## config.mk

```make
export PLATFORM = sky130hd
export DESIGN_NAME = midi_voice_alloc
export DESIGN_NICKNAME = d
export VERILOG_FILES = /design/src/rtl/midi_voice_alloc_pkg.sv /design/src/rtl/midi_voice_alloc_voice_slot_select.sv /design/src/rtl/midi_voice_alloc.sv
export SDC_FILE = /design/constraint.sdc
export NUM_CORES = 1
export LEC_CHECK = 0
export ABC_AREA = 0
export ABC_CLOCK_PERIOD_IN_PS = 7900
export CORE_ASPECT_RATIO = 1.4
export CORE_MARGIN = 2
export CORE_UTILIZATION = 54
export DETAILED_ROUTE_END_ITERATION = 8
export PLACE_DENSITY = 0.86
export RECOVER_POWER = 100
export SETUP_SLACK_MARGIN = 0.5
export SLEW_MARGIN = 20
export SYNTH_ARGS = -nofsm -noshare
export SYNTH_HDL_FRONTEND = slang
export SYNTH_SLANG_ARGS = --single-unit
```

## constraint.sdc

```tcl
create_clock -name clk_in -period 7.9 [get_ports clk_in]
set_input_delay 1.185 -clock clk_in [delete_from_list [all_inputs] [get_ports clk_in]]
set_output_delay 1.185 -clock clk_in [all_outputs]
set_load 0.01 [all_outputs]
```

## src/rtl/midi_voice_alloc_pkg.sv

```systemverilog
// Shared types and constants for the MIDI voice allocator.
package midi_pkg;

  localparam logic [3:0] NOTE_OFF         = 4'h8;
  localparam logic [3:0] NOTE_ON          = 4'h9;
  localparam logic [3:0] CTRL_CHANGE      = 4'hB;
  localparam logic [6:0] CC_ALL_NOTES_OFF = 7'd123;

  typedef struct packed {
    logic       on;
    logic [6:0] note;
    logic [6:0] vel;
  } voice_slot_t;

  typedef enum logic [1:0] {
    ST_IDLE,
    ST_DECIDE,
    ST_COMMIT,
    ST_HOLDOFF
  } alloc_state_t;

  // Burst word layout: [15:8] note, [7:0] velocity, MSBs always zero.
  function automatic logic [15:0] slot_word(input voice_slot_t s);
    return {1'b0, s.note, 1'b0, s.vel};
  endfunction

endpackage

```

## src/rtl/midi_voice_alloc_voice_slot_select.sv

```systemverilog
// Combinational slot search: note match, lowest free slot and steal target.
module voice_slot_select
  import midi_pkg::*;
#(
  parameter int unsigned NUM_SLOTS  = 5,
  parameter int unsigned FIRST_SLOT = 1,
  localparam int unsigned IW        = $clog2(NUM_SLOTS)
) (
  input  voice_slot_t [NUM_SLOTS-1:0] slots_i,
  input  logic [6:0]                  note_i,
  input  logic [IW-1:0]               steal_ptr_i,
  output logic                        match_hit_o,
  output logic [IW-1:0]               match_idx_o,
  output logic                        free_hit_o,
  output logic [IW-1:0]               free_idx_o,
  output logic [IW-1:0]               steal_idx_o
);

  logic unused_slot0;
  assign unused_slot0 = ^slots_i[0];

  always_comb begin
    match_hit_o = 1'b0;
    match_idx_o = '0;
    free_hit_o  = 1'b0;
    free_idx_o  = '0;
    for (int unsigned i = FIRST_SLOT; i < NUM_SLOTS; i++) begin
      if (!match_hit_o && slots_i[i].on && (slots_i[i].note == note_i)) begin
        match_hit_o = 1'b1;
        match_idx_o = IW'(i);
      end
      if (!free_hit_o && !slots_i[i].on) begin
        free_hit_o = 1'b1;
        free_idx_o = IW'(i);
      end
    end
    steal_idx_o = steal_ptr_i;
  end

endmodule

```

## src/rtl/midi_voice_alloc.sv

```systemverilog
// MIDI voice allocator: maps note-on/off and all-notes-off onto a fixed slot
// array and publishes it with a one-cycle change strobe.
module midi_voice_alloc
  import midi_pkg::*;
#(
  parameter int unsigned NUM_SLOTS      = 5,
  parameter int unsigned FIRST_SLOT     = 1,
  parameter int unsigned HOLDOFF_CYCLES = 32,
  parameter bit          OMNI           = 1'b1,
  parameter logic [3:0]  CHANNEL        = 4'd0
) (
  input  logic                     clk_in,
  input  logic                     rst_in,
  input  logic                     msg_valid_in,
  output logic                     msg_ready_out,
  input  logic [7:0]               msg_status_in,
  input  logic [7:0]               msg_data1_in,
  input  logic [7:0]               msg_data2_in,
  output logic [NUM_SLOTS-1:0]     on_array_out,
  output logic [16*NUM_SLOTS-1:0]  midi_burst_data_out,
  output logic                     midi_burst_change_out,
  output logic [2:0]               active_count_out
);

  localparam int unsigned IW = $clog2(NUM_SLOTS);
  localparam int unsigned CW = $clog2(HOLDOFF_CYCLES + 1);

  alloc_state_t                state_q, state_d;
  voice_slot_t [NUM_SLOTS-1:0] slots_q, slots_d;
  logic [IW-1:0]               ptr_q, ptr_d;
  logic [CW-1:0]               cnt_q, cnt_d;
  logic                        chg_q, chg_d;
  logic [2:0]                  count_q, count_d;

  logic [3:0] kind_q, chan_q;
  logic [6:0] note_q, vel_q;

  logic          accept;
  logic          match_hit, free_hit;
  logic [IW-1:0] match_idx, free_idx, steal_idx;
  logic          chan_ok, is_on, is_off, is_anf, any_on;

  logic unused_msb;
  assign unused_msb = msg_data1_in[7] ^ msg_data2_in[7];

  assign msg_ready_out = (state_q == ST_IDLE) && !rst_in;
  assign accept        = msg_valid_in && msg_ready_out;

  always_ff @(posedge clk_in) begin
    if (rst_in) begin
      kind_q <= '0;
      chan_q <= '0;
      note_q <= '0;
      vel_q  <= '0;
    end else if (accept) begin
      kind_q <= msg_status_in[7:4];
      chan_q <= msg_status_in[3:0];
      note_q <= msg_data1_in[6:0];
      vel_q  <= msg_data2_in[6:0];
    end
  end

  voice_slot_select #(
    .NUM_SLOTS (NUM_SLOTS),
    .FIRST_SLOT(FIRST_SLOT)
  ) u_select (
    .slots_i    (slots_q),
    .note_i     (note_q),
    .steal_ptr_i(ptr_q),
    .match_hit_o(match_hit),
    .match_idx_o(match_idx),
    .free_hit_o (free_hit),
    .free_idx_o (free_idx),
    .steal_idx_o(steal_idx)
  );

  // Velocity is checked after masking, so a 0x80 velocity byte acts as note-off.
  assign chan_ok = OMNI || (chan_q == CHANNEL);
  assign is_on   = chan_ok && (kind_q == NOTE_ON) && (vel_q != 7'd0);
  assign is_off  = chan_ok && ((kind_q == NOTE_OFF) || ((kind_q == NOTE_ON) && (vel_q == 7'd0)));
  assign is_anf  = chan_ok && (kind_q == CTRL_CHANGE) && (note_q == CC_ALL_NOTES_OFF);

  always_comb begin
    any_on = 1'b0;
    for (int unsigned i = FIRST_SLOT; i < NUM_SLOTS; i++) any_on = any_on | slots_q[i].on;
  end

  always_comb begin
    state_d = state_q;
    slots_d = slots_q;
    ptr_d   = ptr_q;
    cnt_d   = cnt_q;
    chg_d   = 1'b0;
    case (state_q)
      ST_IDLE: if (accept) state_d = ST_DECIDE;
      ST_DECIDE: begin
        state_d = ST_IDLE;
        if (is_on) begin
          state_d = ST_COMMIT;
          if (match_hit) begin
            slots_d[match_idx].vel = vel_q;
          end else if (free_hit) begin
            slots_d[free_idx] = '{on: 1'b1, note: note_q, vel: vel_q};
          end else begin
            slots_d[steal_idx] = '{on: 1'b1, note: note_q, vel: vel_q};
            ptr_d = (ptr_q == IW'(NUM_SLOTS - 1)) ? IW'(FIRST_SLOT) : ptr_q + 1'b1;
          end
        end else if (is_off && match_hit) begin
          state_d            = ST_COMMIT;
          slots_d[match_idx] = '0;
        end else if (is_anf && any_on) begin
          state_d = ST_COMMIT;
          slots_d = '0;
        end
        chg_d = (state_d == ST_COMMIT);
      end
      ST_COMMIT: begin
        state_d = ST_HOLDOFF;
        cnt_d   = '0;
      end
      ST_HOLDOFF: begin
        if (cnt_q == CW'(HOLDOFF_CYCLES - 1)) state_d = ST_IDLE;
        else cnt_d = cnt_q + 1'b1;
      end
      default: state_d = ST_IDLE;
    endcase
    slots_d[0] = '0;
    count_d = '0;
    for (int unsigned i = FIRST_SLOT; i < NUM_SLOTS; i++) count_d = count_d + 3'(slots_d[i].on);
  end

  always_ff @(posedge clk_in) begin
    if (rst_in) begin
      state_q <= ST_IDLE;
      slots_q <= '0;
      ptr_q   <= IW'(FIRST_SLOT);
      cnt_q   <= '0;
      chg_q   <= 1'b0;
      count_q <= '0;
    end else begin
      state_q <= state_d;
      slots_q <= slots_d;
      ptr_q   <= ptr_d;
      cnt_q   <= cnt_d;
      chg_q   <= chg_d;
      count_q <= count_d;
    end
  end

  always_comb begin
    on_array_out        = '0;
    midi_burst_data_out = '0;
    for (int unsigned i = FIRST_SLOT; i < NUM_SLOTS; i++) begin
      on_array_out[i]                 = slots_q[i].on;
      midi_burst_data_out[16*i +: 16] = slot_word(slots_q[i]);
    end
  end

  assign midi_burst_change_out = chg_q;
  assign active_count_out      = count_q;

endmodule

```

==> flow_results.xml <==
<?xml version="1.0" encoding="UTF-8"?>
<metrics>
  <group name="place">
    <metric name="dpl.hpwl" unit="um">9850</metric>
    <metric name="pre_cts_ws" unit="ps">3460</metric>
    <metric name="numPortBuffers" unit="">85</metric>
    <metric name="post-place-cells" unit="">732</metric>
    <metric name="routabilityCongestion" unit="">0.897</metric>
  </group>
  <group name="detailed_routing">
    <metric name="via_count" unit="">4626</metric>
    <metric name="iter_0_drt_violations" unit="">365</metric>
    <metric name="drc" unit="">0</metric>
    <metric name="detail_route.first_pass.iterations" unit="">6</metric>
    <metric name="average_vias_per_placed_instance" unit="">6.19</metric>
    <metric name="ant_nets" unit="">0</metric>
    <metric name="route.final.wire_length" unit="um">14000</metric>
    <metric name="avgRoutedWirePerCell" unit="um">18.8</metric>
  </group>
  <group name="timing">
    <metric name="post-route-min-period" unit="ps">5300</metric>
    <metric name="hold_violations" unit="">0</metric>
    <metric name="slew_headroom" unit="%">-64.3</metric>
    <metric name="setup_ws" unit="ps">2600</metric>
    <metric name="fin_worst_hold_slack" unit="ps">469</metric>
    <metric name="rsz0062_at_grt" unit="">no</metric>
    <metric name="timing_worst_slew_pin_value" unit="ps">2460</metric>
    <metric name="timing.final.setup_violations" unit="">0</metric>
    <metric name="final.period_utilization" unit="%">67.1</metric>
    <metric name="setup-tns-final" unit="ps">0</metric>
    <metric name="finalClockSkew" unit="ps">8.32</metric>
    <metric name="report.final.slew_viol_count" unit="">114</metric>
    <metric name="fmax" unit="MHz">189</metric>
  </group>
  <group name="cts">
    <metric name="cts_sinks" unit="">93</metric>
    <metric name="cts-htree-levels" unit="">3</metric>
    <metric name="clock_input_transition_at_the_sequential_cells_of_the_worst_setup_and_hold_paths" unit="ps">70</metric>
    <metric name="cts_made_buffers" unit="">9</metric>
    <metric name="cts.repair.resized" unit="">0</metric>
    <metric name="cts.path.max_buffers" unit="">2</metric>
    <metric name="tritoncts" unit="">yes</metric>
    <metric name="cts_hold_buf" unit="">0</metric>
    <metric name="clock_latency_late_sink" unit="ps">350</metric>
    <metric name="cts-root-buf" unit="">clkbuf_16</metric>
    <metric name="cts_post_setup_buffers_inserted" unit="">0</metric>
  </group>
  <group name="die">
    <metric name="die-area" unit="sq um">9660</metric>
    <metric name="core" unit="sq um">8610</metric>
    <metric name="die_h" unit="um">115</metric>
    <metric name="ios" unit="">117</metric>
    <metric name="chipWidth" unit="um">83.6</metric>
    <metric name="initial_core_util" unit="%">55.7</metric>
    <metric name="std_cell_rows" unit="">40</metric>
  </group>
  <group name="power_and_ir_drop">
    <metric name="cellPowerDensity" unit="nW/um^2">174</metric>
    <metric name="max-vdd-ir-drop" unit="mV">0.148</metric>
    <metric name="design_power_total" unit="uW">1010</metric>
    <metric name="cellLeakagePower" unit="uW">0.00215</metric>
  </group>
  <group name="yosys">
    <metric name="synth_async_sr_flop_share" unit="%">0</metric>
    <metric name="syn-instance-count" unit="">576</metric>
    <metric name="distinct_cell_type_count_after_synthesis" unit="">61</metric>
    <metric name="syn-mean-instance-area" unit="sq um">8.32</metric>
    <metric name="sequential_share_of_the_synthesized_area" unit="%">38.8</metric>
    <metric name="yosys_warning_count" unit="">0</metric>
    <metric name="synth_seq_cells" unit="">93</metric>
    <metric name="synth-edff-count" unit="">0</metric>
    <metric name="main_flop_type_after_synthesis" unit="">dfxtp_1</metric>
    <metric name="post_synth_design_cell_area" unit="sq um">4790</metric>
  </group>
  <group name="hold_path">
    <metric name="path_type_of_the_worst_min_delay_path" unit="">reg -&gt; reg</metric>
  </group>
  <group name="global_route">
    <metric name="grt_pass1_vias" unit="">4568</metric>
    <metric name="globalRoute.totalOverflow" unit="">0</metric>
    <metric name="grt_antenna_before_repair" unit="">0</metric>
    <metric name="grt_first_pass_wirelength" unit="um">22000</metric>
    <metric name="grt_usage" unit="%">28.7</metric>
    <metric name="maximum_number_of_pins_on_one_net_before_global_route_repair" unit="">58</metric>
  </group>
  <group name="setup_path">
    <metric name="worstSetupStartpointType" unit="">input port</metric>
    <metric name="timing.critical_path.arrival" unit="ps">5500</metric>
    <metric name="endpoint_kind" unit="">flip-flop</metric>
    <metric name="worst_ep_required_time" unit="ps">8090</metric>
    <metric name="worst-setup-path-type" unit="">in -&gt; reg</metric>
    <metric name="critPathMaxFanout" unit="">57</metric>
  </group>
  <group name="final_layout">
    <metric name="layout-area-overhead-vs-synth" unit="%">21.0</metric>
    <metric name="nets" unit="">671</metric>
    <metric name="finish.cell_count_without_fillers" unit="">747</metric>
    <metric name="num_antenna_cells" unit="">0</metric>
    <metric name="seqCellArea" unit="sq um">1860</metric>
    <metric name="post_route_cells_drive_above_1_share" unit="%">4.52</metric>
    <metric name="fillCellCount" unit="">714</metric>
    <metric name="multiInputGateArea" unit="sq um">2590</metric>
  </group>
  <group name="status">
    <metric name="run_status" unit="">complete, but fails checks</metric>
    <metric name="failing_checks" unit="">max-capacitance violations, max-slew violations</metric>
  </group>
  <group name="run">
    <metric name="max_cap_violations" unit="">3</metric>
  </group>
</metrics>
Yosys cell counts (all sizes together), types with 10 or more instances:
| cell | number | area (sq um) |
|---|---|---|
| a21oi | 40 | 208 |
| nand4 | 12 | 87.6 |
| xnor2 | 25 | 219 |
| nor3 | 14 | 70.1 |
| clkbuf | 19 | 71.3 |
| nor2b | 10 | 62.6 |
| o32a | 14 | 140 |
| inv | 11 | 41.3 |
| dfxtp | 93 | 1860 |
| buf | 42 | 319 |
| o21ai | 58 | 294 |
| nand3 | 11 | 55.1 |
| nor2 | 21 | 81.3 |
| nand2 | 99 | 372 |
| a32oi | 14 | 123 |
layer usage:
metal | GRT usage, % | routed length [um] | part of all wire [%]
met2 | 49.7 | 7120 | 51
met1 | 31.6 | 5240 | 37
met4 | 19.6 | 759 | 5.4
met3 | 5.84 | 885 | 6.3
met5 | 0 | 0 | 0
placed cells by master (no fill, tap or decap), types with 9 or more instances in the layout:
master,Yosys,final
nand2_1,99,99
o32a_1,14,14
a21oi_1,38,38
nor2b_1,10,10
dlygate4sd3_1,0,65
dfxtp_1,93,93
nor3_1,14,14
clkdlybuf4s50_1,0,19
xnor2_1,25,25
a32oi_1,14,14
nor2_1,20,20
nand4_1,10,10
inv_1,11,11
nand3_1,11,11
conb_1,1,25
o21ai_0,46,55
clkbuf_16,0,9
stage by stage:
step           util [%]  cell area, sq um
2_1_floorplan         -              4880
3_3_place_gp       63.8              5490
3_5_place_dp       63.8              5490
4_1_cts            67.4              5810
5_1_grt            67.4              5800
6_report           67.4              5800
final timing paths:
| path | startpoint | to | slack (ps) | cells after the start |
|---|---|---|---|---|
| max | rst_in | flip-flop | 2600 | 7 |
| max reg2reg | note_q[1] | flip-flop | 3140 | 8 |
| min | flip-flop | flip-flop | 470 | 2 |
| min reg2reg | flip-flop | flip-flop | 470 | 2 |
worst max-delay path, cell delays in order:
cell and delay, ps:
buf_2 80, clkbuf_1 1750, inv_1 1000, clkbuf_1 860
nand2_1 320, o32a_1 190, o21ai_0 80
kinds of logic after synthesis:
family | synth area share, %
AND/OR/NAND/NOR | 20.5
AO/OA/AOI/OAI | 23.6
flip-flops | 38.8
buffers and inverters | 9.01
XOR/XNOR | 5.85
adder cells (fa/ha/maj) | 1.72
multiplexers | 0.444
other | 0.0782
power by group:
group          total, uW  internal [uW]  switching [uW]
combinational       60.8           23.3            37.5
sequential           489            475            14.2
clock                460            277             183
total               1010            775             235
cell type report:
cell class,count,share of cell area [%]
sequential,93,32.1
clock inverter,5,1.45
inverter,11,0.712
clock buffer,10,3.95
timing repair buffer,88,14.8
tap,105,2.27
multi-input combinational,435,44.7
No activity file was read; power rests on OpenSTA's default activity.
